## src/rtl/mcycle_ctrl_if.sv

```systemverilog
// rtl/mcycle_ctrl_if.sv - signal bundle between the multicycle controller and its datapath/memories
//   opcode, funct, zero      : instruction fields and ALU Zero flag (into the controller)
//   imem_req/imem_ready      : instruction-fetch handshake
//   dmem_req/dmem_ready/dmem_we : data-memory handshake
//   ALUOp, ALUSrc, I_format, Sftmd, Jr : ALU configuration
//   ir_we, reg_we, pc_we, pc_sel       : write strobes and next-PC select
//   state, illegal, retired            : status
interface mcycle_ctrl_if;
  logic [5:0]  opcode;
  logic [5:0]  funct;
  logic        zero;
  logic        imem_req;
  logic        imem_ready;
  logic        dmem_req;
  logic        dmem_ready;
  logic        dmem_we;
  logic [1:0]  ALUOp;
  logic        ALUSrc;
  logic        I_format;
  logic        Sftmd;
  logic        Jr;
  logic        ir_we;
  logic        reg_we;
  logic        pc_we;
  logic [1:0]  pc_sel;
  logic [2:0]  state;
  logic        illegal;
  logic [31:0] retired;

  modport master (
    input  opcode, funct, zero, imem_ready, dmem_ready,
    output imem_req, dmem_req, dmem_we,
    output ALUOp, ALUSrc, I_format, Sftmd, Jr,
    output ir_we, reg_we, pc_we, pc_sel,
    output state, illegal, retired
  );

  modport slave (
    output opcode, funct, zero, imem_ready, dmem_ready,
    input  imem_req, dmem_req, dmem_we,
    input  ALUOp, ALUSrc, I_format, Sftmd, Jr,
    input  ir_we, reg_we, pc_we, pc_sel,
    input  state, illegal, retired
  );
endinterface

```

## src/rtl/mcycle_ctrl.sv

```systemverilog
// rtl/mcycle_ctrl.sv - multicycle processor control FSM (FETCH/DECODE/EXEC/MEM/WB)
//   clk   : single clock, rising edge
//   rst_n : asynchronous active-low reset
//   bus   : mcycle_ctrl_if.master, instruction fields in, handshakes, strobes, ALU controls and status out
module mcycle_ctrl (
  input logic          clk,
  input logic          rst_n,
  mcycle_ctrl_if.master bus
);

  typedef enum logic [2:0] {
    S_FETCH  = 3'd0,
    S_DECODE = 3'd1,
    S_EXEC   = 3'd2,
    S_MEM    = 3'd3,
    S_WB     = 3'd4
  } state_t;

  state_t      state_q;
  logic        illegal_q;
  logic [31:0] retired_q;

  // Instruction class decode
  logic is_rtype, is_jr, is_r, is_shift;
  logic is_lw, is_sw, is_beq, is_bne, is_br;
  logic is_j, is_jal, is_imm, is_legal, br_taken;

  assign is_rtype = (bus.opcode == 6'b000000);
  assign is_jr    = is_rtype && (bus.funct == 6'b001000);
  assign is_r     = is_rtype && !is_jr;
  assign is_shift = is_r && (bus.funct[5:3] == 3'b000);
  assign is_lw    = (bus.opcode == 6'b100011);
  assign is_sw    = (bus.opcode == 6'b101011);
  assign is_beq   = (bus.opcode == 6'b000100);
  assign is_bne   = (bus.opcode == 6'b000101);
  assign is_br    = is_beq || is_bne;
  assign is_j     = (bus.opcode == 6'b000010);
  assign is_jal   = (bus.opcode == 6'b000011);
  assign is_imm   = (bus.opcode[5:3] == 3'b001);
  assign is_legal = is_rtype || is_lw || is_sw || is_br || is_j || is_jal || is_imm;
  assign br_taken = (is_beq && bus.zero) || (is_bne && !bus.zero);

  // Decoded ALU configuration, only exposed in states that use the ALU
  logic [1:0] dec_aluop;

  always_comb begin
    dec_aluop = 2'b00;
    if (is_br)
      dec_aluop = 2'b01;
    else if (is_r || is_imm)
      dec_aluop = 2'b10;
  end

  // Output decode; everything is forced low while rst_n is low so reset
  // takes effect immediately, not at the next edge.
  logic       alu_en;
  logic       imem_req_c, ir_we_c, dmem_req_c, dmem_we_c;
  logic       reg_we_c, pc_we_c, retire;
  logic [1:0] pc_sel_c;

  always_comb begin
    alu_en     = 1'b0;
    imem_req_c = 1'b0;
    ir_we_c    = 1'b0;
    dmem_req_c = 1'b0;
    dmem_we_c  = 1'b0;
    reg_we_c   = 1'b0;
    pc_we_c    = 1'b0;
    pc_sel_c   = 2'b00;
    if (rst_n) begin
      case (state_q)
        S_FETCH: begin
          imem_req_c = 1'b1;
          ir_we_c    = bus.imem_ready;
        end
        S_DECODE: begin
          alu_en = 1'b1;
        end
        S_EXEC: begin
          alu_en = 1'b1;
          if (!is_legal) begin
            // Unknown opcode: skip it by advancing to PC+4
            pc_we_c  = 1'b1;
            pc_sel_c = 2'b00;
          end else if (is_br) begin
            pc_we_c  = 1'b1;
            pc_sel_c = br_taken ? 2'b01 : 2'b00;
          end else if (is_j) begin
            pc_we_c  = 1'b1;
            pc_sel_c = 2'b10;
          end else if (is_jr) begin
            pc_we_c  = 1'b1;
            pc_sel_c = 2'b11;
          end
        end
        S_MEM: begin
          dmem_req_c = 1'b1;
          dmem_we_c  = is_sw;
          if (bus.dmem_ready && is_sw) begin
            pc_we_c  = 1'b1;
            pc_sel_c = 2'b00;
          end
        end
        S_WB: begin
          alu_en   = 1'b1;
          reg_we_c = 1'b1;
          pc_we_c  = 1'b1;
          // jal writes the link register here and jumps at the same time
          pc_sel_c = is_jal ? 2'b10 : 2'b00;
        end
        default: begin
        end
      endcase
    end
  end

  // An illegal opcode still moves the PC but does not count as retired
  assign retire = pc_we_c && !((state_q == S_EXEC) && !is_legal);

  always_ff @(posedge clk or negedge rst_n) begin
    if (!rst_n) begin
      state_q   <= S_FETCH;
      illegal_q <= 1'b0;
      retired_q <= 32'd0;
    end else begin
      if (retire)
        retired_q <= retired_q + 32'd1;
      if ((state_q == S_EXEC) && !is_legal)
        illegal_q <= 1'b1;
      case (state_q)
        S_FETCH: begin
          if (bus.imem_ready)
            state_q <= S_DECODE;
        end
        S_DECODE: begin
          state_q <= S_EXEC;
        end
        S_EXEC: begin
          if (!is_legal || is_br || is_j || is_jr)
            state_q <= S_FETCH;
          else if (is_lw || is_sw)
            state_q <= S_MEM;
          else
            state_q <= S_WB;
        end
        S_MEM: begin
          if (bus.dmem_ready)
            state_q <= is_sw ? S_FETCH : S_WB;
        end
        S_WB: begin
          state_q <= S_FETCH;
        end
        default: begin
          state_q <= S_FETCH;
        end
      endcase
    end
  end

  assign bus.imem_req = imem_req_c;
  assign bus.ir_we    = ir_we_c;
  assign bus.dmem_req = dmem_req_c;
  assign bus.dmem_we  = dmem_we_c;
  assign bus.reg_we   = reg_we_c;
  assign bus.pc_we    = pc_we_c;
  assign bus.pc_sel   = pc_sel_c;
  assign bus.ALUOp    = alu_en ? dec_aluop : 2'b00;
  assign bus.ALUSrc   = alu_en && (is_lw || is_sw || is_imm);
  assign bus.I_format = alu_en && is_imm;
  assign bus.Sftmd    = alu_en && is_shift;
  assign bus.Jr       = alu_en && is_jr;
  assign bus.state    = state_q;
  assign bus.illegal  = illegal_q;
  assign bus.retired  = retired_q;

endmodule

```

## src/flat_wrapper.sv

```systemverilog
// flat-port wrapper written by rule: the top's interface ports become plain ports
module mcycle_ctrl_flat 
  (clk, rst_n, bus_opcode, bus_funct, bus_zero, bus_imem_ready, bus_dmem_ready, bus_imem_req, bus_dmem_req, bus_dmem_we, bus_ALUOp, bus_ALUSrc, bus_I_format, bus_Sftmd, bus_Jr, bus_ir_we, bus_reg_we, bus_pc_we, bus_pc_sel, bus_state, bus_illegal, bus_retired);
  mcycle_ctrl_if bus_i ();
  input logic clk;
  input logic rst_n;
  input wire logic [$bits(bus_i.opcode)-1:0] bus_opcode;
  input wire logic [$bits(bus_i.funct)-1:0] bus_funct;
  input wire logic [$bits(bus_i.zero)-1:0] bus_zero;
  input wire logic [$bits(bus_i.imem_ready)-1:0] bus_imem_ready;
  input wire logic [$bits(bus_i.dmem_ready)-1:0] bus_dmem_ready;
  output wire logic [$bits(bus_i.imem_req)-1:0] bus_imem_req;
  output wire logic [$bits(bus_i.dmem_req)-1:0] bus_dmem_req;
  output wire logic [$bits(bus_i.dmem_we)-1:0] bus_dmem_we;
  output wire logic [$bits(bus_i.ALUOp)-1:0] bus_ALUOp;
  output wire logic [$bits(bus_i.ALUSrc)-1:0] bus_ALUSrc;
  output wire logic [$bits(bus_i.I_format)-1:0] bus_I_format;
  output wire logic [$bits(bus_i.Sftmd)-1:0] bus_Sftmd;
  output wire logic [$bits(bus_i.Jr)-1:0] bus_Jr;
  output wire logic [$bits(bus_i.ir_we)-1:0] bus_ir_we;
  output wire logic [$bits(bus_i.reg_we)-1:0] bus_reg_we;
  output wire logic [$bits(bus_i.pc_we)-1:0] bus_pc_we;
  output wire logic [$bits(bus_i.pc_sel)-1:0] bus_pc_sel;
  output wire logic [$bits(bus_i.state)-1:0] bus_state;
  output wire logic [$bits(bus_i.illegal)-1:0] bus_illegal;
  output wire logic [$bits(bus_i.retired)-1:0] bus_retired;
  assign bus_i.opcode = bus_opcode;
  assign bus_i.funct = bus_funct;
  assign bus_i.zero = bus_zero;
  assign bus_i.imem_ready = bus_imem_ready;
  assign bus_i.dmem_ready = bus_dmem_ready;
  assign bus_imem_req = bus_i.imem_req;
  assign bus_dmem_req = bus_i.dmem_req;
  assign bus_dmem_we = bus_i.dmem_we;
  assign bus_ALUOp = bus_i.ALUOp;
  assign bus_ALUSrc = bus_i.ALUSrc;
  assign bus_I_format = bus_i.I_format;
  assign bus_Sftmd = bus_i.Sftmd;
  assign bus_Jr = bus_i.Jr;
  assign bus_ir_we = bus_i.ir_we;
  assign bus_reg_we = bus_i.reg_we;
  assign bus_pc_we = bus_i.pc_we;
  assign bus_pc_sel = bus_i.pc_sel;
  assign bus_state = bus_i.state;
  assign bus_illegal = bus_i.illegal;
  assign bus_retired = bus_i.retired;
  mcycle_ctrl u_core (.clk(clk), .rst_n(rst_n), .bus(bus_i));
endmodule
```

## config.mk

```make
export PLATFORM = sky130hd
export DESIGN_NAME = mcycle_ctrl_flat
export DESIGN_NICKNAME = d
export VERILOG_FILES = /design/src/rtl/mcycle_ctrl_if.sv /design/src/rtl/mcycle_ctrl.sv /design/src/flat_wrapper.sv
export SDC_FILE = /design/constraint.sdc
export NUM_CORES = 1
export LEC_CHECK = 0
export ABC_AREA = 1
export ABC_CLOCK_PERIOD_IN_PS = 2700
export BUFFER_PORTS_ARGS = -buffer_cell sky130_fd_sc_hd__buf_2
export CORE_UTILIZATION = 24
export CTS_BUF_LIST = sky130_fd_sc_hd__clkbuf_8
export DETAILED_ROUTE_END_ITERATION = 7
export PLACE_DENSITY = 0.44
export SLEW_MARGIN = 10
export SYNTH_ARGS = -nofsm -noshare
export SYNTH_HDL_FRONTEND = slang
export SYNTH_SLANG_ARGS = --single-unit
```

## constraint.sdc

```tcl
create_clock -name clk -period 2.7 [get_ports clk]
set_clock_uncertainty 0.2 [all_clocks]
set_input_delay 0.135 -clock clk [delete_from_list [all_inputs] [get_ports clk]]
set_output_delay 0.135 -clock clk [all_outputs]
set_load 0.01 [all_outputs]
```

==> metrics <==
outcome=finished, final reports clean; worst-case reg-to-reg path depth=7; CTS tree=yes; Min-Delay Path Class=in2reg; Avg WL per Cell=12.52 um; # DRC=0; cell with the most instances after synthesis=nand2_1; Critical Path Slowest Stage Cell=dlygate4sd3_1; area of the multi-input gates=0.001599 sq mm; P_leak=0.001682 uW; worst vdd ir=0.2904 mV; dominant synthesized flop cell=dfrtp_1; Synth Instances=428; CTS Root Cell=clkbuf_8; gr ovfl total=0; fillers=1262; syn nets=446; max cap viols=0; depth of the CTS H-tree=2; chip width=109.0 um; Critical Path RT=2.37 ns; worst setup path start=rst_n; Finished Core Util=0.3050; Routability Congestion=0.8138; Setup crit end kind=output pin; r2r setup slk=0.56 ns; Cell Chain, Critical Path=dlygate4sd3_1 > buf_2 > inv_1 > nor2_1 > nand4_1 > o31ai_1 > buf_2; final hold violation count=0; vias in the first global route=2836; synth top area cells=dfrtp_1, nand2_1, nor2_1; sequential cell area=900.9 sq um; clock latency on the worst-skew pair=0.29 ns; mapped cell area=0.002750 sq mm; largest net degree at the start of global routing=56; Layout area overhead=21.79%; post-synthesis sequential area ratio=0.3276; Die Area=0.01189 sq mm; Final Net Count=513; Slew @ Worst Pin=0.5457 ns; syn avg cell area=6.426 sq um; type of element launching the critical path=input port; FF-to-FF End=u_core.bus.retired[27]; sum of negative setup slack=0 ns; # rows=38; Sink Count=36; largest area contributor in the netlist=dfrtp_1; vias per inst=4.492; core box area=0.01098 sq mm; DRT Pass-1 Iters=6; R2R Path Start=u_core.bus.state[0]; CTS buffer count=5; CP peak stage delay=0.52 ns; initial antenna violation count=0; clk buf depth=2; critical path class=in2out; Critical Path Sink=bus_pc_sel[1]; first-pass GRT wire length=13420 um; crit path time final=2.292 ns; antenna viol nets, final=0; Post-synth EDFFs=0; post-synth top area share=0.3276; Die Y-Extent=109.0 um; Worst-path clk slew=0.08 ns; top cells by count, synth=nand2_1, nor2_1, inv_1; layout cells sized above 1=0.1875; RSZ-0062 raised after global routing=false; final WL=7961 um; ANT cells=0; Iter 0 DRT Violations=133; Tcrit/Tclk final=0.8490; final max-slew violation count=0; Synth Warn #=0; gr usage total=0.1421; Worst Path Arrival=1.96 ns; asr flop ratio synth=1.000; Buffers on Ports=66; most used cell, CP=buf_2; Max Freq=0.4362 GHz; #FFs+latches synth=36; Worst slew margin=0.6362; Setup-failing EPs final=0; Post-DP HPWL=6267 um; Yosys cell types=30; CTS resizes=0; I/O Pins=67; Initial Util=0.2504; crit-path max FO=24; Vias=2857; Power per Cell Area=510.3 mW/mm^2
==> metrics by stage <==
stage	setup WS (ns)	hold WS, ns	power (uW)	instances	instance area [sq um]
6_report	0.4076	0.008769	1709	636	3349
5_1_grt	0.2304	0.02637	1848	636	3349
4_1_cts	0.3508	0.007146	1742	636	3349
3_5_place_dp	0.5527	-0.05267	1236	624	3202
3_3_place_gp	0.6009	-0.05550	1228	624	3202
2_1_floorplan	0.8122	-0.3606	1097	428	2750
==> registers in the layout, summed over array words and instances (netlist names) <==
signal / flops
u_core.bus.retired: 32
u_core.bus.state: 3
u_core.bus.illegal: 1
==> power breakdown <==
| group | total [uW] | switching (uW) | internal, uW | leakage (uW) |
|---|---|---|---|---|
| registers | 642 | 58.4 | 584 | 0.000491 |
| clock network | 476 | 205 | 271 | 0.0000593 |
| logic | 592 | 403 | 189 | 0.00113 |
| total | 1710 | 666 | 1040 | 0.00168 |
==> layout make-up <==
type / instances / share of cell area
Multi-Input combinational cell: 337 / 0.4774
Clock inverter: 3 / 0.01158
Tap cell: 140 / 0.05230
Timing Repair Buffer: 74 / 0.1233
Clock buffer: 5 / 0.02055
Sequential cell: 36 / 0.2690
Inverter: 41 / 0.04595
==> placed cells by master, fill, tap and decap left out, types with 2 or more instances in the layout <==
cell           synthesis  routed
nand2_1              161     161
nor2_1                67      67
buf_2                  5      66
inv_1                 38      39
dfrtp_1               36      36
nand4_1               34      34
nand3_1               19      19
xnor2_1                9       9
nor3_1                 9       9
xor2_1                 9       9
nand3b_1               6       6
clkbuf_8               0       5
nand3_2                4       4
dlygate4sd3_1          0       4
inv_2                  3       3
buf_4                  4       3
nor2_2                 2       2
o21ai_0                2       2
nand2_2                2       2
a31oi_1                2       2
a21oi_1                2       2
==> timing repair <==
item                                   4_1_cts  5_1_grt
endpoints found under the hold margin       12        0
buffers inserted                             0        0
hold buffers                                 4        0
==> layer usage <==
layer  vias to the layer above  global-route usage  wire length, um  share of wire
met5                         -                   0                0              0
met4                         0             0.02703               44         0.0055
met3                         2             0.02271              238          0.030
met2                        56              0.2367             3743           0.47
met1                      1307              0.1933             3934           0.49
li1                       1492                   -                -              -
==> worst max-delay path, delay by kind of cell <==
kind / cells / cell delay (ns)
buffers and inverters: 4 / 1.43
AOI/OAI and AO/OA: 1 / 0.08
and+or+nand+nor: 2 / 0.29
==> worst min-delay path by stage <==
stage / startpoint / to / slack [ns] / depth (start not counted)
after global placement: rst_n / u_core.bus.state[2] / -0.06 / 1
after floorplan: rst_n / u_core.bus.illegal / -0.36 / 0
after CTS: bus_opcode[5] / u_core.bus.state[1] / 0.007 / 3
after global routing: bus_opcode[5] / u_core.bus.state[1] / 0.03 / 3
after detailed placement: rst_n / u_core.bus.state[2] / -0.05 / 1
final: bus_opcode[5] / u_core.bus.state[1] / 0.009 / 3
==> logic make-up (layout without fill, tap and decap cells) <==
family                     Yosys count  after routing  share of synthesized area
AOI/OAI and AO/OA                    7              7                    0.01456
xor gates and xnor gates            18             18                    0.05733
and+or+nand+nor                    311            311                     0.5050
DFF                                 36             36                     0.3276
adders and majority gates            1              1                   0.004549
buffers and inverters               55            123                    0.09099
Power figures use the tool's default switching activity.
